==> src/rtl/pio_pkg.sv <==
// Shared definitions for the Avalon-MM PIO bank:
// register offsets, edge modes and the edge detector.
package pio_pkg;

    localparam logic [2:0] REG_DATA_OUT = 3'd0;
    localparam logic [2:0] REG_DATA_IN  = 3'd1;
    localparam logic [2:0] REG_IRQ_MASK = 3'd2;
    localparam logic [2:0] REG_EDGE_CAP = 3'd3;
    localparam logic [2:0] REG_OUT_SET  = 3'd4;
    localparam logic [2:0] REG_OUT_CLR  = 3'd5;

    typedef enum logic [1:0] {
        EDGE_RISE = 2'd0,
        EDGE_FALL = 2'd1,
        EDGE_ANY  = 2'd2
    } edge_mode_e;

    function automatic logic [31:0] edge_detect(
        input logic [31:0] cur,
        input logic [31:0] prev,
        input edge_mode_e  mode
    );
        case (mode)
            EDGE_RISE: return cur & ~prev;
            EDGE_FALL: return ~cur & prev;
            default:   return cur ^ prev;
        endcase
    endfunction

endpackage

==> src/rtl/pio_channel.sv <==
// One PIO channel: output register with set/clear, input synchroniser,
// sticky edge capture, interrupt mask and register read mux.
module pio_channel
    import pio_pkg::*;
#(
    parameter int              OUT_W       = 16,
    parameter int              IN_W        = 2,
    parameter int              SYNC_STAGES = 2,
    parameter int              EDGE_MODE   = 0,
    parameter logic [OUT_W-1:0] OUT_RST_VAL = '0
) (
    input  logic             clk,
    input  logic             rst,
    input  logic             wr,
    input  logic [2:0]       reg_sel,
    input  logic [31:0]      wdata,
    input  logic             edge_en,
    input  logic [IN_W-1:0]  pin,
    output logic [OUT_W-1:0] out_val,
    output logic [31:0]      rdata,
    output logic             irq_pend
);

    localparam int         LAST = SYNC_STAGES - 1;
    localparam edge_mode_e MODE = edge_mode_e'(EDGE_MODE);

    logic [OUT_W-1:0] out_q;
    logic [OUT_W-1:0] out_next;
    logic [IN_W-1:0]  sync_q [SYNC_STAGES];
    logic [IN_W-1:0]  prev_q;
    logic [IN_W-1:0]  mask_q;
    logic [IN_W-1:0]  cap_q;
    logic [IN_W-1:0]  cap_clr;
    logic [IN_W-1:0]  edges;
    logic [IN_W-1:0]  cap_next;
    logic [31:0]      edge_vec;
    logic [OUT_W-1:0] w_out;
    logic [IN_W-1:0]  w_in;
    logic             unused_bits;

    assign w_out       = wdata[OUT_W-1:0];
    assign w_in        = wdata[IN_W-1:0];
    assign unused_bits = ^{wdata, edge_vec};

    always_comb begin
        out_next = out_q;
        if (wr) begin
            case (reg_sel)
                REG_DATA_OUT: out_next = w_out;
                REG_OUT_SET:  out_next = out_q | w_out;
                REG_OUT_CLR:  out_next = out_q & ~w_out;
                default:      out_next = out_q;
            endcase
        end
    end

    assign edge_vec = edge_detect(32'(sync_q[LAST]), 32'(prev_q), MODE);
    assign edges    = edge_en ? edge_vec[IN_W-1:0] : '0;
    assign cap_clr  = (wr && reg_sel == REG_EDGE_CAP) ? w_in : '0;
    // a new edge wins over a same-cycle write-1-to-clear
    assign cap_next = (cap_q & ~cap_clr) | edges;

    always_ff @(posedge clk) begin
        if (rst) begin
            out_q  <= OUT_RST_VAL;
            prev_q <= '0;
            mask_q <= '0;
            cap_q  <= '0;
            for (int i = 0; i < SYNC_STAGES; i++) sync_q[i] <= '0;
        end else begin
            out_q     <= out_next;
            sync_q[0] <= pin;
            for (int i = 1; i < SYNC_STAGES; i++) sync_q[i] <= sync_q[i-1];
            prev_q    <= sync_q[LAST];
            cap_q     <= cap_next;
            if (wr && reg_sel == REG_IRQ_MASK) mask_q <= w_in;
        end
    end

    always_comb begin
        rdata = '0;
        case (reg_sel)
            REG_DATA_OUT: rdata = 32'(out_q);
            REG_DATA_IN:  rdata = 32'(sync_q[LAST]);
            REG_IRQ_MASK: rdata = 32'(mask_q);
            REG_EDGE_CAP: rdata = 32'(cap_q);
            default:      rdata = '0;
        endcase
    end

    assign out_val  = out_q;
    assign irq_pend = |(cap_q & mask_q);

endmodule

==> src/rtl/avalon_pio_bank.sv <==
// Multi-channel Avalon-MM PIO bank: address decode, registered read data,
// post-reset edge warm-up and the registered interrupt line.
module avalon_pio_bank
    import pio_pkg::*;
#(
    parameter int               NUM_CH      = 4,
    parameter int               OUT_W       = 16,
    parameter int               IN_W        = 2,
    parameter int               SYNC_STAGES = 2,
    parameter int               EDGE_MODE   = 0,
    parameter logic [OUT_W-1:0] OUT_RST_VAL = '0
) (
    input  logic                        clk_clk,
    input  logic                        reset_reset,
    input  logic [$clog2(NUM_CH)+2:0]   avs_address,
    input  logic                        avs_read,
    input  logic                        avs_write,
    input  logic [31:0]                 avs_writedata,
    output logic [31:0]                 avs_readdata,
    output logic [NUM_CH*OUT_W-1:0]     pio_out_export,
    input  logic [NUM_CH*IN_W-1:0]      pio_in_export,
    output logic                        irq
);

    localparam int         CH_W = (NUM_CH > 1) ? $clog2(NUM_CH) : 1;
    localparam logic [2:0] WARM = 3'(SYNC_STAGES + 1);

    logic [CH_W-1:0]   ch;
    logic              ch_ok;
    logic [2:0]        reg_sel;
    logic [NUM_CH-1:0] wr_sel;
    logic [NUM_CH-1:0] pend;
    logic [31:0]       rdata [NUM_CH];
    logic [31:0]       rd_sel;
    logic [2:0]        warm_q;
    logic              edge_en;

    if (NUM_CH > 1) begin : g_ch_addr
        assign ch = avs_address[$clog2(NUM_CH)+2:3];
    end else begin : g_ch_single
        assign ch = '0;
    end

    assign reg_sel = avs_address[2:0];
    assign ch_ok   = int'(ch) < NUM_CH;

    always_comb begin
        wr_sel = '0;
        rd_sel = '0;
        for (int c = 0; c < NUM_CH; c++) begin
            if (ch_ok && int'(ch) == c) begin
                wr_sel[c] = avs_write;
                rd_sel    = rdata[c];
            end
        end
    end

    for (genvar c = 0; c < NUM_CH; c++) begin : g_ch
        pio_channel #(
            .OUT_W       (OUT_W),
            .IN_W        (IN_W),
            .SYNC_STAGES (SYNC_STAGES),
            .EDGE_MODE   (EDGE_MODE),
            .OUT_RST_VAL (OUT_RST_VAL)
        ) u_ch (
            .clk      (clk_clk),
            .rst      (reset_reset),
            .wr       (wr_sel[c]),
            .reg_sel  (reg_sel),
            .wdata    (avs_writedata),
            .edge_en  (edge_en),
            .pin      (pio_in_export[c*IN_W +: IN_W]),
            .out_val  (pio_out_export[c*OUT_W +: OUT_W]),
            .rdata    (rdata[c]),
            .irq_pend (pend[c])
        );
    end

    // read returns the pre-write value when a write shares the cycle
    always_ff @(posedge clk_clk) begin
        if (reset_reset) begin
            avs_readdata <= '0;
        end else if (avs_read) begin
            avs_readdata <= rd_sel;
        end
    end

    // hold off edges until the sync chain and its delayed copy hold real pin data
    always_ff @(posedge clk_clk) begin
        if (reset_reset) begin
            warm_q <= '0;
        end else if (warm_q != WARM) begin
            warm_q <= warm_q + 3'd1;
        end
    end

    assign edge_en = (warm_q == WARM);

    always_ff @(posedge clk_clk) begin
        if (reset_reset) begin
            irq <= 1'b0;
        end else begin
            irq <= |pend;
        end
    end

endmodule
==> config.mk <==
export PLATFORM = sky130hd
export DESIGN_NAME = avalon_pio_bank
export DESIGN_NICKNAME = d
export VERILOG_FILES = /design/src/rtl/pio_pkg.sv /design/src/rtl/pio_channel.sv /design/src/rtl/avalon_pio_bank.sv
export SDC_FILE = /design/constraint.sdc
export NUM_CORES = 1
export LEC_CHECK = 0
export ABC_AREA = 1
export ABC_CLOCK_PERIOD_IN_PS = 2000
export CORE_UTILIZATION = 49
export CTS_CLUSTER_DIAMETER = 120
export CTS_CLUSTER_SIZE = 14
export DETAILED_ROUTE_END_ITERATION = 10
export PLACE_DENSITY = 0.8
export SLEW_MARGIN = 5
export SYNTH_ARGS = -nofsm -noshare
export SYNTH_HDL_FRONTEND = slang
export SYNTH_SLANG_ARGS = --single-unit
export TNS_END_PERCENT = 5
==> constraint.sdc <==
create_clock -name clk_clk -period 2 [get_ports clk_clk]
set_clock_uncertainty 0.1 [all_clocks]
set_input_delay 0.6 -clock clk_clk [delete_from_list [all_inputs] [get_ports clk_clk]]
set_output_delay 0.6 -clock clk_clk [all_outputs]
set_load 0.03 [all_outputs]
* Yosys cells after proc, flatten, opt, wreduce, memory -nomap -nowiden
Memories as Yosys holds them, arrays and structs flattened. Cells that the tools add are included.
Storage, ports and cells: flip-flop bits (word level) 124, bits in writable memories 16, input bits 49, output and inout port bits 97, memories kept 4
Memory list:
- g_ch[0].u_ch.sync_q | depth 2, width 2, read ports 2, clocked after Yosys merged registers in 0, wr ports 2, line pio_channel.sv:29 | logic [IN_W-1:0] sync_q [SYNC_STAGES];
- g_ch[1].u_ch.sync_q | depth 2, width 2, read ports 2, clocked after Yosys merged registers in 0, wr ports 2, line pio_channel.sv:29
- g_ch[2].u_ch.sync_q | depth 2, width 2, read ports 2, clocked after Yosys merged registers in 0, wr ports 2, line pio_channel.sv:29
- g_ch[3].u_ch.sync_q | depth 2, width 2, read ports 2, clocked after Yosys merged registers in 0, wr ports 2, line pio_channel.sv:29
Cells by class: $add $sub $neg 1, eq/ne operators 10, multiplexer cells 35, bitwise logic cells 41, reduce and logical (&&, ||, !) cells 16
Operator list (number):
- 16-bit case mux with 4 select lines | 4
- 16-bit case mux with 3 select lines | 4
- 32-bit two-way mux | 4
- 16-bit bitwise AND | 4
- 16-bit OR | 4
- 2-bit two-way mux | 16
- 2-bit bitwise AND | 12
- 16-bit NOT | 1
- 2-bit NOT | 8
- 3-bit by 2-bit equality test with 1-bit output, second input constant | 3
- 1-bit logical AND | 8
- 1-bit OR | 8
- 2-bit OR | 4
- 2-bit AND reduction | 4
- 8-bit OR reduction | 1
- 1-bit two-way mux | 7
- 3-bit equality test, second input constant | 2
- 2-bit equality test, second input constant | 2
- 3-bit by 1-bit adder with 3-bit output, second input constant | 1
- 3-bit by 1-bit equality test with 1-bit output, second input constant | 1
- 3-bit logical NOT | 1
- 3-bit by 2-bit inequality test with 1-bit output, second input constant | 1
- 3-bit nonzero test | 1
- 2-bit by 1-bit equality test with 1-bit output, second input constant | 1
- 2-bit logical NOT | 1

* Logic depth before layout (Yosys ltp)
Gate-level depths: netlist (run 1).
word-level depth 7, gate-level depth with buffers 10

* By module
Synthesis (run 1) repeated with hierarchy kept, for this count alone.
Unflattened totals: cells, all modules 1318, area total of the unflattened synthesis 8451.9 um^2
Modules (own cells, without submodules):
- pio_channel | times used 4, cells each 238, area an instance 1549.0 um^2
- avalon_pio_bank | times used 1, cells each 366, area an instance 2255.9 um^2

* Worst setup path after synthesis (run 1)
Ideal clock, no wire load.
path type input-to-reg, from in avs_address[2], to reg g_ch[2].u_ch.out_q[9], setup time 0.115 ns, arrival 1.588 ns, required time 1.785 ns, setup slack 0.197 ns, stages 6, path through buf_4 nand3_1 buf_2 o21ai_1 a21oi_1 o21a_1
Between the ends: longest elaborated chain between the ends 3
Ends and longest elaborated chain:
- from (decl) | line avalon_pio_bank.sv:15 | input logic [$clog2(NUM_CH)+2:0] avs_address,
- 3-bit equality test / 3-bit logical NOT (equally long branches) | line pio_channel.sv:48 | case (reg_sel)
- 3-bit nonzero test (no source line)
- 2-bit AND reduction (no source line)
- to (signal assigned) | line pio_channel.sv:71 | out_q <= out_next;
- to (decl) | line pio_channel.sv:27 | logic [OUT_W-1:0] out_q;
Several ways; a longest one is shown, not always the timed one. A chain may end at the register's enable or synchronous reset.

* Worst setup path in the final report (run 1)
from reg g_ch[0].u_ch.out_q[1], to out pio_out_export[1]
RTL lines:
- from (decl) | line pio_channel.sv:27
- from (signal assigned) | line pio_channel.sv:71
- to (decl) | line avalon_pio_bank.sv:20 | output logic [NUM_CH*OUT_W-1:0] pio_out_export,
No word-level cell between the ends.

==> results summary, run 1 <==
The flow ran to the end, and the final reports show no timing, DRC or antenna violations. In this run the worst hold path is classified as in -> reg. The final total power is approximately 0.0068 W. Global routing consumed, over all layers together, 29.1% of the routing resources. The number of antenna violations at the first check in global routing came out at 0. The startpoint-to-endpoint class of the critical path is reg -> out. After synthesis, the cell types taking the most area are dfxtp_1 43%, nand2_1 8.8%, nor2_1 5.9%, inv_1 5.8%, a21oi_1 5.8%.

The number of global-route vias before repair is approximately 5700. The final core utilization is 70.2%. The count of boundary I/O pins came out at ~150. The final critical-path required period came out at 1.96 ns.

STA classifies the critical path endpoint as an output port. The final count of negative-setup-slack endpoints is 0. The total count of hold-check failures in the final report came out at 0. The power per unit of standard cell area is between 800 and 900 nW/um2.

The number of antenna diodes in the final layout is 0. In this design, the stage delay of the slowest critical-path cell is between 0.4 and 0.5 ns. VDD sags by at most between 0.7 and 0.8 mV.

Cell internal power was estimated by the tool at between 0.005 and 0.006 W. The total number of cells along the worst setup path came out at 1. The final count of pins violating max slew came out at 0. TritonCTS built the clock tree. In the post-synthesis netlist, the cell with the most instances is nand2_1.

Following the worst setup path forward leads to its endpoint at pio_out_export[1]. The post-synthesis cell type count is 37. The clock sink count came out at 124. From bottom edge to top edge, the die measures 111 um. The worst flop-to-flop path endpoint is g_ch[2].u_ch.cap_q[0]$_SDFF_PP0_. Setup repair after global routing could not meet its margin everywhere. The total clock buffers created by CTS is 17. On the critical path, the stage with the largest delay is an instance of dlygate4sd2_1. Walking the worst path, the cells encountered are dlygate4sd2_1. The element type at the critical path start is a flip-flop. The share of flip-flops with an asynchronous set or reset after synthesis came out at 0%. In this run, synthesis inferred 0 flip-flops with an integrated enable.

The family of cells with the greatest summed delay on the critical path is buffers and inverters. The aggregate global routing overflow came out at 0. Input and output buffers added on the ports amount to roughly 110. Counting instances in the post-synthesis netlist gives the leading cell types as 135 x nand2_1, 124 x dfxtp_1, 91 x nor2_1. Compared with the post-synthesis result, the final layout area differs by 39.4%. The data arrival at the endpoint of the critical path came out at around 1.3 ns. The final RePlAce weighted congestion came out at about 0.92. The clock-pin transition on the worst setup and hold timing paths is 0.05 ns. Using the TritonRoute via totals, the vias-per-cell ratio works out to about 5.4. The number of DRC markers in iteration 0 is about 560. The die is around 110 um wide. The gate count after technology mapping is 749.

The total placed cells including tap cells came out at ~1100. After legalization and detailed placement, the total HPWL measured approximately 12000 um. The Yosys step of the flow raised 0 warnings. The reported max-cap violation count came out at 0. The cell sitting at the root of the clock tree is a clkbuf_16. The maximum root-to-sink buffer count is 2.

Static timing analysis puts the maximum clock frequency at 510 MHz. The worst register-to-register path has a depth of 6. The post-synthesis cell area came out at ~5800 um2.

The final cycle utilization of the critical path is between 90% and 100%. The register bit count reported by yosys came out at between 100 and 150. The count of nets left with antenna violations after detail routing is 0.

The critical path starts at g_ch[0].u_ch.out_val[1]$_SDFFE_PP0P_. The fraction of layout instances using a drive strength above 1 is between 15 and 20%. Once the floorplan was initialized, standard cells occupied about half of the core.

The number of standard cells in the final layout excluding fillers is 1082. The mean routed wirelength per cell came out at roughly 16 um. The startpoint identified for the worst register-to-register timing path is warm_q[0]$_SDFFE_PP0N_. At the worst endpoint, the required time is 1.30 ns. The number of buffer and inverter instances along the worst setup path came out at 1.

The total wirelength of the detailed-routed design came out at 17400 um. The H-tree was split into 4 levels. The die covers ~12000 um2. At the later pin of the worst-skew pair, clock insertion delay measures 0.42 ns.

The synthesized design spends more area on one cell type than any other, namely dfxtp_1. In this run switching power makes up between 20% and 30% of total power. The switching power of the nets came out at between 0.0015 and 0.002 W. The average cell area after synthesis is slightly below 8 um2. The top-area cell type share of the netlist area is 43.0%. The via count came out at about 6000.

The first detailed-routing pass took 5 iterations. For flop-to-flop paths, the worst setup slack is 0.45 ns. In the synthesized netlist the dominant register cell turns out to be dfxtp_1. The DRC violation count after routing came out at 0. The core footprint is 11500 um2. The relative contribution of sequential cells to total power came out at a little under two fifths. The fraction of the yosys area taken by sequential cells is between 40 and 50%.

The pin count of the biggest net entering global routing is 74. In this run the worst path has a maximum fanout of 3. After the last flow step, the layout net total stands at 977. The static leakage is 3.70 nW. In this run, the clock network consumes 49.5% of the power. The first-pass GRT wire length is about 28000 um. Combinational logic is responsible for 12.2% of the overall power. The floorplan row count came out at 39.
## worst register-to-register path, delay by kind of cell, from the launching register on
family | cells | cell delay (ns)
buffers and inverters | 1 | 0.21
AO/OA/AOI/OAI | 1 | 0.14
adder cells (fa/ha/maj) | 2 | 0.49
AND/OR/NAND/NOR | 2 | 0.19
flip-flops | 1 | 0.35
## state kept, by name (all words and copies together) (netlist names)
name               cells
g_ch.u_ch.out_val     64
irq                    1
warm_q                 3
avs_readdata          16
g_ch.u_ch.sync_q      16
g_ch.u_ch.cap_q        8
g_ch.u_ch.mask_q       8
g_ch.u_ch.prev_q       8
## how the worst min path moves through the flow
stage                     slack (ns)                                 start  cells past startpoint                              endpoint
after floorplan                 0.29  g_ch[0].u_ch.sync_q[0][0]$_SDFF_PP0_                      2  g_ch[0].u_ch.sync_q[0][2]$_SDFF_PP0_
final                           0.29                           reset_reset                      2         avs_readdata[10]$_SDFFE_PP0P_
after detailed placement        0.29  g_ch[1].u_ch.sync_q[0][0]$_SDFF_PP0_                      2  g_ch[1].u_ch.sync_q[0][2]$_SDFF_PP0_
after global routing            0.29                           reset_reset                      2         avs_readdata[10]$_SDFFE_PP0P_
after CTS                       0.28                           reset_reset                      2         avs_readdata[10]$_SDFFE_PP0P_
after global placement          0.29  g_ch[0].u_ch.sync_q[0][0]$_SDFF_PP0_                      2  g_ch[0].u_ch.sync_q[0][2]$_SDFF_PP0_
## metrics by stage
stage	hold slack [ns]	cell area (um2)	TNS, ns	worst slack (ns)
final	0.294	8050	0	0.0388
after detailed placement	0.292	7490	-29.70	-0.390
after global routing	0.295	8050	-0.00956	-0.00956
after floorplan	0.288	5830	0	0.197
after CTS	0.283	8030	0	0.0301
after global placement	0.290	7490	-28.67	-0.354
## layout by cell type, fill, tap and decap left out, types with 13 or more instances in the layout
| cell type | n |
|---|---|
| conb_1 | 16 |
| inv_1 | 90 |
| clkdlybuf4s50_1 | 29 |
| o21a_1 | 27 |
| a21oi_1 | 66 |
| nand2_1 | 134 |
| buf_4 | 79 |
| clkbuf_16 | 17 |
| a221oi_1 | 18 |
| a221oi_2 | 20 |
| dlygate4sd2_1 | 81 |
| o21ai_1 | 15 |
| nand3_1 | 13 |
| nor2_1 | 90 |
| dfxtp_1 | 124 |
| o21ai_0 | 27 |
## cell type report
type,count,area [um2]
clock buffers,25,475
clock inverters,7,160
flip-flops and latches,124,2480
inverters,103,412
fillers,937,3410
multi-input cells,485,2650
well taps,143,179
repair buffers,195,1700
## metal layers
metal / vias up / GRT usage [%] / share of wire, %
li1: 2820 / - / -
met1: 2680 / 36.1 / 42
met4: 0 / 13.7 / 2.8
met3: 50 / 8.34 / 8.2
met5: - / 0 / 0
met2: 286 / 46.6 / 47
## cells by family after synthesis
| kind of cell | after synthesis | share of synthesized area (%) |
|---|---|---|
| and+or+nand+nor | 264 | 19.4 |
| AOI/OAI and AO/OA | 202 | 24.5 |
| buffers and inverters | 155 | 12.5 |
| DFF | 124 | 43.0 |
| adders and majority gates | 2 | 0.433 |
| xor gates and xnor gates | 1 | 0.152 |
| other | 1 | 0.0649 |
## power groups by stage
stage | Sequential (W) | Combinational [W] | Clock [W]
2_1_floorplan | 0.00269 | 0.000424 | 0
3_3_place_gp | 0.00264 | 0.000809 | 0
3_5_place_dp | 0.00264 | 0.000820 | 0
4_1_cts | 0.00259 | 0.000811 | 0.00337
5_1_grt | 0.00259 | 0.000885 | 0.00349
6_report | 0.00259 | 0.000825 | 0.00334
## repair_timing
action | CTS | global route
cloned | 0 | 0
resized for setup | 82 | 10
endpoints found under the setup margin | 82 | 55
setup buffers | 0 | 0
hold buffers | 0 | 0
pin swaps | 0 | 1
Power figures use the tool's default switching activity.
==> inputs of run 2 (changes only) <==
--- a/config.mk
+++ b/config.mk
@@ -11,8 +11,9 @@
 export CTS_CLUSTER_DIAMETER = 120
 export CTS_CLUSTER_SIZE = 14
 export DETAILED_ROUTE_END_ITERATION = 10
+export GPL_TIMING_DRIVEN = 0
 export PLACE_DENSITY = 0.8
-export SLEW_MARGIN = 5
+export SLEW_MARGIN = 10
 export SYNTH_ARGS = -nofsm -noshare
 export SYNTH_HDL_FRONTEND = slang
 export SYNTH_SLANG_ARGS = --single-unit
==> run 2 against run 1 <==
The flow now finishes with violations (negative setup slack). Sequential share of layout area increased by 1.2 points. First-iteration DRC count increased by 19%. Die area unchanged. Critical path type is now in -> reg.
==> results summary, run 2 (synthesis gave the netlist of run 1 again) <==
The run finished, with violations left. The checks that failed: negative setup slack. The final count of pins violating max slew came out at 0. The startpoint-to-endpoint class of the critical path is in -> reg. The root buffer cell chosen for the clock tree is clkbuf_16. The final critical path takes up 103% of the cycle. The critical path data required time came out at 2.21 ns.

For this design, the sink count on the clock tree is between 100 and 150. The total placed cells including tap cells is approximately 1000. The count of boundary I/O pins came out at roughly 150.

The total count of hold-check failures in the final report is 0. The aggregate global routing overflow is 0. The reg-to-reg setup timing slack is approximately 0.29 ns. The quantity of I/O buffers inserted on ports came out at about 110.

The number of global-route vias before repair is ~5500. After detailed routing, the average wire length per cell comes to 17.6 um. After the first detailed-routing iteration, the DRC count stood at 670. The via count is roughly 6000.

The final critical-path required period came out at around 2 ns. After detailed routing, the number of remaining DRC violations is 0. The pin count of the biggest net entering global routing is 17.

The total clock buffers created by CTS came out at 17. Clock-pin slew was measured on the worst setup and hold paths at approximately 0.06 ns. The worst hold path was traced through 2 stages. STA classifies the critical path startpoint as a primary input. Measured against its own limit, the worst slew margin works out to around a third. Across all setup checks in the final design, the least slack found is -0.0539 ns. The congestion estimate from routability-driven global placement came to 0.932. The die height came out at ~110 um. The count of antenna diodes in the layout came out at 0. The launching point of the worst reg2reg path is warm_q[0]$_SDFFE_PP0N_.

The relative contribution of sequential cells to total power came out at between 40 and 50%. The cell-internal power is roughly 0.0047 W. The width of the chip came out at approximately 110 um. The final net count came out at approximately 950.

The reported max-cap violation count came out at 0. The maximum root-to-sink buffer count is 2. Setup repair after global routing could not meet its margin everywhere. The peak supply drop is approximately 0.58 mV.

Clock latency on the worst-skew pair, taken at its later pin, is approximately 0.42 ns. The total wirelength of the detailed-routed design is about 19000 um. The initial utilization of the core area, before any placement, comes to about half. For hold timing, the worst endpoint is g_ch[0].u_ch.sync_q[0][3]$_SDFF_PP0_. The hold path startpoint is g_ch[0].u_ch.sync_q[0][1]$_SDFF_PP0_. The number of standard cells in the final layout excluding fillers is between 1000 and 1500. The area growth from synthesis to final layout is 34.0%. The detailed placer's ending HPWL is ~13000 um. The worst flop-to-flop path endpoint is g_ch[1].u_ch.cap_q[0]$_SDFF_PP0_. The first-pass GRT wire length is slightly below 30000 um. The number of antenna violations at the first check in global routing is 0. The clock share of power is between 40% and 50%. The worst setup path is captured at a flip-flop.

The largest fanout on the critical path came out at 10. Net switching is 27.0% of the power. The switching power of the nets came out at around 0.0017 W. The floorplan row count is 39. The deepest level of the CTS H-tree is 4. The static leakage came out at 3.46 nW. The leading cell type in the layout, fill and taps excluded is nand2_1. The register with the most flip-flops in the layout has 64 of them. In this run the standard cell core region covers 11500 um2. The fraction of layout instances using a drive strength above 1 came out at 15.4%.

The count of nets left with antenna violations once routing finished came out at 0. Prior to clock tree synthesis, the placed netlist has a worst setup slack of -0.767 ns. The pin slew with the least headroom to its limit came out at 0.984 ns. The detailed-routing iteration count for the pre-antenna-repair pass came out at 9. Per report_power, the combinational group accounts for about 12% of the total.

The length in cells of the worst reg-to-reg path is 7. The via density per instance came out at approximately 5.6. TritonCTS built the clock tree.

In the layout the commonest cells are 133 x nand2_1, 124 x dfxtp_1, 90 x inv_1, 89 x nor2_1, 82 x dlygate4sd2_1. The combined global-route utilization of all metal layers came out at 30.7%. The area enclosed by the die boundary came out at about 12000 um2.

The final count of negative-setup-slack endpoints came out at 2. The path type of the worst min-delay path is reg -> reg. For the worst setup path, the data arrival time is 2.26 ns. The tightest hold margin came out at roughly 0.30 ns.

The power per unit of standard cell area came out at 831 nW/um2. The hold-fix buffer count after cts came out at 0. The highest clock frequency the design can meet came out at 487 MHz.
-- run 2: through the flow --
stage               TNS [ns]  utilization (%)  total power (W)  instance area (um2)
global route          -0.192             67.5          0.00661                 7740
global placement      -55.72             62.1          0.00338                 7120
CTS                   -0.135             67.2          0.00640                 7700
floorplan                  0                -          0.00311                 5830
finish               -0.0588             67.5          0.00643                 7740
detailed placement    -57.64             62.1          0.00339                 7120
-- run 2: repair_timing --
| item | CTS | global route |
|---|---|---|
| setup buffers | 3 | 1 |
| cloned | 0 | 0 |
| hold endpoints to repair | 0 | 0 |
| pin swaps | 1 | 1 |
| endpoints found under the setup margin | 164 | 52 |
| gates resized for setup | 107 | 16 |
-- run 2: power by group through the flow --
stage          Combinational (W)  Clock [W]  Sequential, W
2_1_floorplan           0.000424          0        0.00269
3_3_place_gp            0.000744          0        0.00264
3_5_place_dp            0.000753          0        0.00264
4_1_cts                 0.000756    0.00306        0.00258
5_1_grt                 0.000838    0.00318        0.00259
6_report                0.000784    0.00306        0.00258
-- run 2: how the worst max path moves through the flow --
stage	startpoint	endpoint	slack, ns	depth (start not counted)
2_1_floorplan	avs_address[2]	g_ch[2].u_ch.out_val[9]$_SDFFE_PP0P_	0.20	6
3_5_place_dp	avs_address[3]	avs_readdata[9]$_SDFFE_PP0P_	-0.77	7
5_1_grt	avs_address[1]	g_ch[3].u_ch.out_val[9]$_SDFFE_PP0P_	-0.03	9
3_3_place_gp	avs_address[3]	avs_readdata[15]$_SDFFE_PP0P_	-0.74	7
4_1_cts	avs_address[1]	avs_readdata[14]$_SDFFE_PP0P_	-0.07	9
6_report	avs_address[1]	g_ch[0].u_ch.out_val[12]$_SDFFE_PP0P_	-0.05	9
-- run 2: routing by layer --
| metal | GRT usage, % | vias up | wire length [um] |
|---|---|---|---|
| met1 | 40.3 | 2707 | 7500 |
| met3 | 8.23 | 57 | 2240 |
| met2 | 47.5 | 420 | 8220 |
| met4 | 12.7 | 0 | 554 |
| met5 | 0 | - | 0 |
| li1 | - | 2767 | - |
-- run 2: critical path: stages --
cell and delay, ns:
clkdlybuf4s50_1 0.45, inv_2 0.16, nand2_4 0.12, nand2_4 0.15, nand2_4 0.11, inv_6 0.13
buf_6 0.18, nand2_1 0.07, a221oi_1 0.27
-- run 2: layout make-up --
class,instances,area [um2]
Fill cell,939,3720
Multi-Input combinational cell,485,2710
Sequential cell,124,2480
Timing Repair Buffer,115,1030
Clock buffer,19,453
Inverter,103,413
Buffer,52,334
Tap cell,143,179
Clock inverter,13,140
==> inputs of run 3 (changes only) <==
--- a/config.mk
+++ b/config.mk
@@ -6,13 +6,13 @@
 export NUM_CORES = 1
 export LEC_CHECK = 0
 export ABC_AREA = 1
-export ABC_CLOCK_PERIOD_IN_PS = 2000
-export CORE_UTILIZATION = 49
+export ABC_CLOCK_PERIOD_IN_PS = 2650
+export CORE_UTILIZATION = 53
 export CTS_CLUSTER_DIAMETER = 120
 export CTS_CLUSTER_SIZE = 14
 export DETAILED_ROUTE_END_ITERATION = 10
 export GPL_TIMING_DRIVEN = 0
-export PLACE_DENSITY = 0.8
+export PLACE_DENSITY = 0.85
 export SLEW_MARGIN = 10
 export SYNTH_ARGS = -nofsm -noshare
 export SYNTH_HDL_FRONTEND = slang
==> constraint.sdc (replaced) <==
create_clock -name clk_clk -period 2.65 [get_ports clk_clk]
set_clock_uncertainty 0.1 [all_clocks]
set_input_delay 0.795 -clock clk_clk [delete_from_list [all_inputs] [get_ports clk_clk]]
set_output_delay 0.795 -clock clk_clk [all_outputs]
set_load 0.03 [all_outputs]
==> run 3 against run 2 <==
The flow now finishes without violations. First-iteration DRC count down 13%. Non-clock buffer count shrank 4. Core utilization grew 5.6 points. Die area is 7.4% lower. Clock power shrank 31%. Sequential share of layout area is 0.40 points higher. Global-route usage rose by 4.1 points. Via count rose by 2.3%. Power decreased by 28%. Critical endpoint is now g_ch[1].u_ch.out_val[11]$_SDFFE_PP0P_. Largest cell class unchanged.
==> results summary, run 3 (synthesis gave the netlist of run 1 again) <==
The run finished with clean final reports. The clock share of power is a little under half. In the layout the commonest cells are 135 x nand2_1, 124 x dfxtp_1, 111 x clkdlybuf4s50_1, 91 x nor2_1, 90 x inv_1. Cell internal power was estimated by the tool at 0.00337 W. The via density per instance is between 5 and 6. In this run the number of H-tree levels came out at 4. The root buffer cell chosen for the clock tree is clkbuf_8. Power spread over the standard cell area amounts to 608 nW/um2. The number of buffer and inverter instances along the worst setup path is 4. Timing analysis after detailed placement gives a worst setup slack of -0.352 ns.

The combinational cell fraction of total power is between 10 and 15%. The path with the worst hold slack has its endpoint at g_ch[0].u_ch.sync_q[0][3]$_SDFF_PP0_. The peak supply drop came out at 0.409 mV.

In this run the register-to-register setup slack is 1.00 ns. The total placed cells including tap cells came out at approximately 1000. The startpoint identified for the worst register-to-register timing path is warm_q[0]$_SDFFE_PP0N_.

The total wirelength of the detailed-routed design came out at 19400 um. The final RePlAce weighted congestion is between 0.9 and 1. The finished layout holds roughly 1000 standard cells, fillers aside. The slowest cell on the critical path is clkdlybuf4s50_1. The total area of multi-input combinational cells is between 2000 and 3000 um2. Detailed routing inserted a total of roughly 6100 vias. The highest clock frequency the design can meet is 394 MHz. The count of nets left with antenna violations after detail routing came out at 0. The worst setup slack after layout came out at ~0.11 ns. The final net count came out at around 950.

The fraction of layout instances using a drive strength above 1 came out at ~12%. The number of DRC markers in iteration 0 came out at about 580. Setup repair after global routing left no endpoint under its margin. Per report_power, the sequential group accounts for 42.1% of the total. The detailed-routing iteration count for the pre-antenna-repair pass is 7. TritonCTS built the clock tree. Net switching is between 20% and 30% of the power. The sequential cell area came out at roughly 2500 um2. The flip-flop count of the largest register after layout came out at 64. The aggregate global routing overflow came out at 0. The final count of pins violating max slew came to 0. The final cycle utilization of the critical path came out at between 90% and 100%. The floorplan row count is 37.

Headroom to the max-slew limit came out at about a third. The leading cell type in the layout, fill and taps excluded is nand2_1. The clock-pin transition on the worst setup and hold timing paths is 0.05 ns.

From bottom edge to top edge, the die measures ~110 um. The data arrival at the endpoint of the critical path came out at roughly 2.9 ns. For the pin with the worst max-slew slack, the measured transition is slightly below 1 ns. The startpoint identified for the worst hold timing path is g_ch[0].u_ch.sync_q[0][1]$_SDFF_PP0_. The total clock buffers created by CTS came out at 17. On the worst path, the slowest cell contributes a delay of between 0.6 and 0.7 ns. The clock sink count is 124. The element type at the critical path start is a primary input. The maximum root-to-sink buffer count came out at 2. The largest fanout on the critical path is 10. In the final routed layout, each cell accounts on average for roughly 19 um. The DRC violation count after routing is 0.

The tool flagged a number of max-cap violations equal to 0. The family of cells with the greatest summed delay on the critical path is buffers and inverters. In this run the standard cell core region covers between 10000 and 15000 um2.

The fill cell total of the finished layout came out at just over 800. The final count of negative-setup-slack endpoints came out at 0. The number of antenna violations at the first check in global routing was 0. The pin count of the biggest net entering global routing is 17. In this run the worst hold path is classified as reg -> reg.

The hold-fix buffer count after cts is 0. The final critical-path required period is around 2.5 ns. The number of global-route vias before repair is slightly below 6000. The first global-routing pass estimated between 20000 and 30000 um of wire.

The area growth from synthesis to final layout is 32.4%. The length in cells of the worst reg-to-reg path came out at 7. Once the floorplan was initialized, standard cells occupied 55.2% of the core. The width of the chip is 106 um. The detailed placer's ending HPWL came out at between 10000 and 15000 um. The later pin in the worst-skew pair is clocked with a latency of slightly above 0.5 ns.

The critical path data required time came out at 2.97 ns. The combined global-route utilization of all metal layers is between 30% and 40%. The post-CTS setup-driven buffer insertion count came out at 0. The area enclosed by the die boundary is 11300 um2. The analysis attributes to cell leakage a power of 2.99 nW. The total count of hold-check failures in the final report is 0. The count of boundary I/O pins came out at between 100 and 150.

The quantity of I/O buffers inserted on ports is around 110. Along the worst hold path, the cell count comes to 2. The endpoint identified for the worst register-to-register timing path is g_ch[0].u_ch.cap_q[0]$_SDFF_PP0_. The number of antenna diodes in the final layout is 0. The critical path goes through clkdlybuf4s50_1, inv_2, nand2_2, nor2_2, nand2_4, inv_6, buf_6, nand2_1, a221oi_2. The sort of element at the end of the critical path is a flip-flop.

The switching power of the nets came out at between 0.001 and 0.0015 W. The worst setup path is of the in -> reg kind.
-- run 3: what timing repair did --
| item | 4_1_cts | 5_1_grt |
|---|---|---|
| gates resized for setup | 0 | 2 |
| setup endpoints to repair | 0 | 1 |
| endpoints found under the hold margin | 0 | 0 |
-- run 3: worst max-delay path by stage --
stage | startpoint | endpoint | slack, ns | cells after the start
finish | avs_address[4] | g_ch[1].u_ch.out_val[11]$_SDFFE_PP0P_ | 0.11 | 9
detailed placement | avs_address[3] | avs_readdata[9]$_SDFFE_PP0P_ | -0.35 | 7
global placement | avs_address[3] | avs_readdata[15]$_SDFFE_PP0P_ | -0.34 | 7
global route | avs_address[3] | avs_readdata[9]$_SDFFE_PP0P_ | 0.03 | 9
CTS | avs_address[3] | avs_readdata[15]$_SDFFE_PP0P_ | 0.08 | 7
floorplan | avs_address[2] | g_ch[2].u_ch.out_val[9]$_SDFFE_PP0P_ | 0.65 | 6
-- run 3: power by group through the flow --
stage / combinational (W) / sequential, W / clock (W)
global placement: 0.000558 / 0.00199 / 0
CTS: 0.000579 / 0.00195 / 0.00209
global route: 0.000631 / 0.00196 / 0.00220
detailed placement: 0.000573 / 0.00199 / 0
floorplan: 0.000320 / 0.00203 / 0
finish: 0.000593 / 0.00195 / 0.00210
-- run 3: cell type report --
type | count | share of cell area (%)
inverters | 103 | 5.28
plain buffers | 52 | 4.17
repair buffers | 111 | 14.5
clock inverters | 11 | 1.26
well taps | 136 | 2.23
multi-input cells | 485 | 34.4
clock buffers | 20 | 5.69
flip-flops and latches | 124 | 32.5
-- run 3: metal layers --
metal  up-vias  track usage [%]  share of wire, %
met3        80             6.87                11
met4         0             18.8               4.0
li1       2740                -                 -
met1      2784             44.8                39
met2       483             54.6                46
met5         -                0                 0
-- run 3: per-stage QoR --
stage / util, % / cell area (um2) / hold slack (ns) / TNS (ns) / power (W)
after floorplan: - / 5830 / 0.288 / 0 / 0.00235
after global placement: 68.0 / 7110 / 0.289 / -13.07 / 0.00255
after detailed placement: 68.0 / 7110 / 0.293 / -15.20 / 0.00257
after CTS: 73.1 / 7650 / 0.300 / 0 / 0.00462
after global routing: 73.1 / 7650 / 0.319 / 0 / 0.00478
final: 73.1 / 7650 / 0.299 / 0 / 0.00465
-- run 3: worst reg2reg max path: cells and delay by family, from the launching register on --
family | cells | cell delay, ns
buf+inv | 2 | 0.49
flops | 1 | 0.36
fa+ha+maj | 2 | 0.31
simple gates | 2 | 0.18
compound gates | 1 | 0.13
==> RTL change 1, RTL diff (flow settings as in run 2) <==
Change the parameter `NUM_CH` from 4 to 2.
--- a/src/rtl/avalon_pio_bank.sv
+++ b/src/rtl/avalon_pio_bank.sv
@@ -4,5 +4,5 @@
     import pio_pkg::*;
 #(
-    parameter int               NUM_CH      = 4,
+    parameter int               NUM_CH      = 2,
     parameter int               OUT_W       = 16,
     parameter int               IN_W        = 2,
Ports: changed (resized avs_address, pio_in_export and pio_out_export); port bits go from 146 to 109. The function was not compared with the original's and may differ.
==> RTL change 1 against run 2 <==
Synthesized cell count down 41%; non-clock buffer count down 52; worst hold slack better by 10 ps; design area down 43%; synthesized area down 42%; sequential cell count down 52; routed wire length down 48%; total power down 49%; worst setup slack better by 150 ps.
==> RTL change 1: results (changes against run 2) <==
[metrics] result of the run: finished clean (was finished with violations)
[metrics] timing endpoint of the critical path: pio_out_export[13] (was g_ch[0].u_ch.out_val[12])
[metrics] worst reg-to-reg setup slack: 660 ps (was 290 ps)
[metrics] first-pass detailed-route iteration total: 5 (was 9)
[metrics] clock network latency to the later pin of the worst-skew pair: 350 ps (was 420 ps)
[metrics] share of the synthesized area in compound gates (AO/OA/AOI/OAI): 22.3% (was 24.5%)
[metrics] layout cells sized above 1: 15.2% (was 15.4%)
[metrics] pre-CTS setup slack: -481 ps (was -767 ps)
[metrics] routability-driven placement congestion ratio: 0.923 (was 0.932)
[metrics] cell area after placement: 4260 um^2 (was 7120 um^2)
[metrics] all-layer global routing usage: 27.2% (was 30.7%)
[metrics] area share of xor/xnor cells in the synthesized design: 0.259% (was 0.152%)
[metrics] Root Buffer: sky130_fd_sc_hd__clkbuf_8 (was sky130_fd_sc_hd__clkbuf_16)
[metrics] synth unique cells: 28 (was 37)
[metrics] post-detail-place hpwl: 6980 um (was 12700 um)
[metrics] clock buffer count from CTS: 9 (was 17)
[metrics] wire length the detailed router placed on met1: 4190 um (was 7500 um)
[metrics] DR iter-0 viols: 265 (was 670)
[metrics] CP max FO: 3 (was 10)
[metrics] Endpoint, Worst Hold: g_ch[1].u_ch.sync_q[0][3] (was g_ch[0].u_ch.sync_q[0][3])
[metrics] max reg flops: 32 (was 64)
[metrics] leakage power: 2.00 nW (was 3.46 nW)
[metrics] maximum number of pins on one net before global-route repair: 13 (was 17)
[metrics] Slew @ Worst Pin: 790 ps (was 984 ps)
[metrics] routed length on met3: 919 um (was 2240 um)
[metrics] Port Buffer Count: 73 (was 111)
[metrics] Synth area leaders: sky130_fd_sc_hd__dfxtp_1 (43%), sky130_fd_sc_hd__nand2_1 (12%), sky130_fd_sc_hd__a211oi_2 (8.9%) (was sky130_fd_sc_hd__dfxtp_1 (43%), sky130_fd_sc_hd__nand2_1 (8.8%), sky130_fd_sc_hd__nor2_1 (5.9%))
[metrics] critical path startpoint: g_ch[0].u_ch.out_val[13] (was avs_address[1])
[metrics] via count of the first global-routing pass: 3025 (was 5539)
[metrics] wirelength, routed: 9600 um (was 18500 um)
[metrics] post-synthesis share of cell area spent on full adders, half adders and majority gates: 0.741% (was 0.433%)
[metrics] HP Start: g_ch[1].u_ch.sync_q[0][1] (was g_ch[0].u_ch.sync_q[0][1])
[metrics] amount of wire on met2 after detailed routing: 4290 um (was 8220 um)
[metrics] arrival time at the worst endpoint: 1200 ps (was 2260 ps)
[metrics] via count: 3428 (was 5951)
[metrics] synth cell count leaders: sky130_fd_sc_hd__nand2_1 (104), sky130_fd_sc_hd__dfxtp_1 (72), sky130_fd_sc_hd__a21oi_1 (57) (was sky130_fd_sc_hd__nand2_1 (135), sky130_fd_sc_hd__dfxtp_1 (124), sky130_fd_sc_hd__nor2_1 (91))
[metrics] Max Clock Freq: 0.525 GHz (was 0.487 GHz)
[metrics] Net count, final: 586 (was 949)
[metrics] family with the most delay on the worst path: flip-flops (was buffers and inverters)
[metrics] R2R cell count: 6 (was 7)
## RTL change 1: cell count changes in the layout (fill, tap and decap cells not counted), sizes merged, moves of 7 or more
cell and delta:
a211oi +18, a21oi -10, a221oi -38, dlygate4sd2 -32, nand2 -39, clkbuf -18
inv -74, o21a -27, nor2 -66, o21ai -13, buf -7, dfxtp -52
nand3 +13
## RTL change 1: metrics by stage
stage | TNS (ps) | util, % | std cells
floorplan | 0 | - | 456
global placement | -16860 | 65.6 | 606
detailed placement | -18090 | 65.6 | 606
CTS | 0 | 67.9 | 622
global route | 0 | 68.0 | 622
finish | 0 | 68.0 | 622
## RTL change 1: kinds of logic after synthesis
group                    after synthesis
AND/OR/NAND/NOR                      179
buffers and inverters                 73
XOR/XNOR                               1
other                                  1
AO/OA/AOI/OAI                        113
adder cells (fa/ha/maj)                2
flip-flops                            72
## RTL change 1: where the power goes
group          leakage, nW  total (mW)  internal (mW)  switching, mW
Clock                0.110        1.24          0.698          0.544
Combinational         1.31       0.501          0.171          0.330
Sequential           0.585        1.52           1.49         0.0356
Total                 2.00        3.27           2.36          0.910
## RTL change 1: what timing repair did
item	CTS	global route
hold buffers	0	0
resized for setup	51	4
hold endpoints to repair	0	0
buffers inserted	0	0
setup endpoints to repair	81	29
## RTL change 1: layout make-up
type | count | area (um^2)
Sequential cell | 72 | 1440
Fill cell | 560 | 2080
Inverter | 31 | 118
Timing Repair Buffer | 73 | 671
Clock buffer | 10 | 128
Clock inverter | 6 | 83.8
Tap cell | 77 | 96.3
Buffer | 42 | 258
Multi-Input combinational cell | 311 | 1620
## RTL change 1: routing by layer
metal,vias up,GRT usage [%]
met3,17,6.42
met4,0,12.6
met1,1590,37.4
met2,180,40.5
li1,1641,-
met5,-,0
==> RTL change 2, RTL diff (flow settings as in run 2) <==
Made on the original files. Register the output `pio_out_export`, cleared by the reset; this adds one clock of latency there. The other outputs are not delayed to match.
--- a/src/rtl/avalon_pio_bank.sv
+++ b/src/rtl/avalon_pio_bank.sv
@@ -25,4 +25,6 @@
     localparam int         CH_W = (NUM_CH > 1) ? $clog2(NUM_CH) : 1;
     localparam logic [2:0] WARM = 3'(SYNC_STAGES + 1);
+
+    logic [NUM_CH*OUT_W-1:0] pio_out_export_d;
 
     logic [CH_W-1:0]   ch;
@@ -71,5 +73,5 @@
             .edge_en  (edge_en),
             .pin      (pio_in_export[c*IN_W +: IN_W]),
-            .out_val  (pio_out_export[c*OUT_W +: OUT_W]),
+            .out_val  (pio_out_export_d[c*OUT_W +: OUT_W]),
             .rdata    (rdata[c]),
             .irq_pend (pend[c])
@@ -105,3 +107,11 @@
     end
 
+    always_ff @(posedge clk_clk) begin
+        if (reset_reset) begin
+            pio_out_export <= '0;
+        end else begin
+            pio_out_export <= pio_out_export_d;
+        end
+    end
+
 endmodule
Function: changed (Yosys sat finds a counterexample within 4 cycles, from zero or initial values and one cycle with reset_reset high).
==> RTL change 2 against run 2 <==
Worst setup slack improved by 97 ps; sequential cell count increased by 64; count of clock-buffer cells in the layout fell by 1; largest power group is now sequential cells; critical path depth stayed put; via count is 11% higher; worst hold slack better by 2.0 ps; die area grew 26%; synthesized area up 26%; total power up 26%; final cell count increased by 16%; critical endpoint is now g_ch[1].u_ch.out_val[9]; design area grew 20%; routed wire length increased by 14%.
==> RTL change 2: results (changes against run 2) <==
[metrics] worst slew margin relative to its limit: 42.1% (was 34.4%)
[metrics] routed length on met3: 2000 um (was 2240 um)
[metrics] number of instances in the synthesized netlist: 877 (was 749)
[metrics] cell area after placement: 8700 um^2 (was 7120 um^2)
[metrics] setup repair bufs after CTS: 0 (was 3)
[metrics] Max Clock Freq: 0.511 GHz (was 0.487 GHz)
[metrics] layout cells sized above 1: 13.8% (was 15.4%)
[metrics] Cells after DPL: 1187 (was 1018)
[metrics] Slowest-stage cell, CP: sky130_fd_sc_hd__clkdlybuf4s15_2 (was sky130_fd_sc_hd__clkdlybuf4s50_1)
[metrics] post-detail-place hpwl: 15000 um (was 12700 um)
[metrics] pre-CTS setup slack: -882 ps (was -767 ps)
[metrics] Net count, final: 1077 (was 949)
[metrics] post-DR vias/cell: 5.41 (was 5.65)
[metrics] wire length the detailed router placed on met1: 8710 um (was 7500 um)
[metrics] CP max stage delay: 330 ps (was 450 ps)
[metrics] Synth area leaders: sky130_fd_sc_hd__dfxtp_1 (52%), sky130_fd_sc_hd__nand2_1 (7.8%), sky130_fd_sc_hd__nor2_1 (6.7%) (was sky130_fd_sc_hd__dfxtp_1 (43%), sky130_fd_sc_hd__nand2_1 (8.8%), sky130_fd_sc_hd__nor2_1 (5.9%))
[metrics] timing endpoint of the critical path: g_ch[1].u_ch.out_val[9] (was g_ch[0].u_ch.out_val[12])
[metrics] critical path startpoint: avs_address[4] (was avs_address[1])
[metrics] via count: 6611 (was 5951)
[metrics] result of the run: finished clean (was finished with violations)
[metrics] wire length of the first global-routing pass: 32800 um (was 29000 um)
[metrics] leakage power: 3.96 nW (was 3.46 nW)
[metrics] post-synthesis share of cell area spent on full adders, half adders and majority gates: 0.343% (was 0.433%)
[metrics] synth unique cells: 30 (was 37)
[metrics] first-pass detailed-route iteration total: 5 (was 9)
[metrics] post-cts resize count: 101 (was 107)
[metrics] worst-case vdd ir drop: 635 uV (was 582 uV)
RTL change 2: changes by cell type after synthesis, moves of 5 or more:
cell / change
sky130_fd_sc_hd__buf_4: +7
sky130_fd_sc_hd__a21oi_2: +9
sky130_fd_sc_hd__inv_1: +18
sky130_fd_sc_hd__nand2_4: -6
sky130_fd_sc_hd__o21a_1: -27
sky130_fd_sc_hd__clkbuf_1: +11
sky130_fd_sc_hd__nand2_1: +16
sky130_fd_sc_hd__dfxtp_1: +64
sky130_fd_sc_hd__a221oi_1: +23
sky130_fd_sc_hd__a221oi_2: +5
sky130_fd_sc_hd__nor2_1: +39
sky130_fd_sc_hd__o21ai_1: -13
RTL change 2: cell type report:
cell class	instances	area [um^2]	share of cell area (%)
Sequential cell	188	3760	40.4
Multi-Input combinational cell	520	2860	30.6
Timing Repair Buffer	115	1040	11.2
Inverter	119	452	4.84
Clock buffer	18	439	4.71
Buffer	65	378	4.05
Tap cell	184	230	2.47
Clock inverter	13	166	1.78
RTL change 2: metrics by stage:
| step | total power [mW] | setup TNS (ps) | hold slack, ps |
|---|---|---|---|
| 2_1_floorplan | 4.40 | 0 | 288 |
| 3_3_place_gp | 4.66 | -72840 | 291 |
| 3_5_place_dp | 4.68 | -72880 | 294 |
| 4_1_cts | 8.09 | -81.5 | 303 |
| 5_1_grt | 8.35 | -13.2 | 315 |
| 6_report | 8.09 | 0 | 302 |
RTL change 2: critical path: cells and delay by family:
| family | cells | cell delay [ps] |
|---|---|---|
| buffers and inverters | 4 | 850 |
| and+or+nand+nor | 4 | 450 |
| AOI/OAI and AO/OA | 1 | 290 |
RTL change 2: power by group:
| group | switching, mW | internal, mW |
|---|---|---|
| Sequential | 0.0317 | 3.82 |
| Clock | 1.47 | 2.00 |
| Combinational | 0.530 | 0.240 |
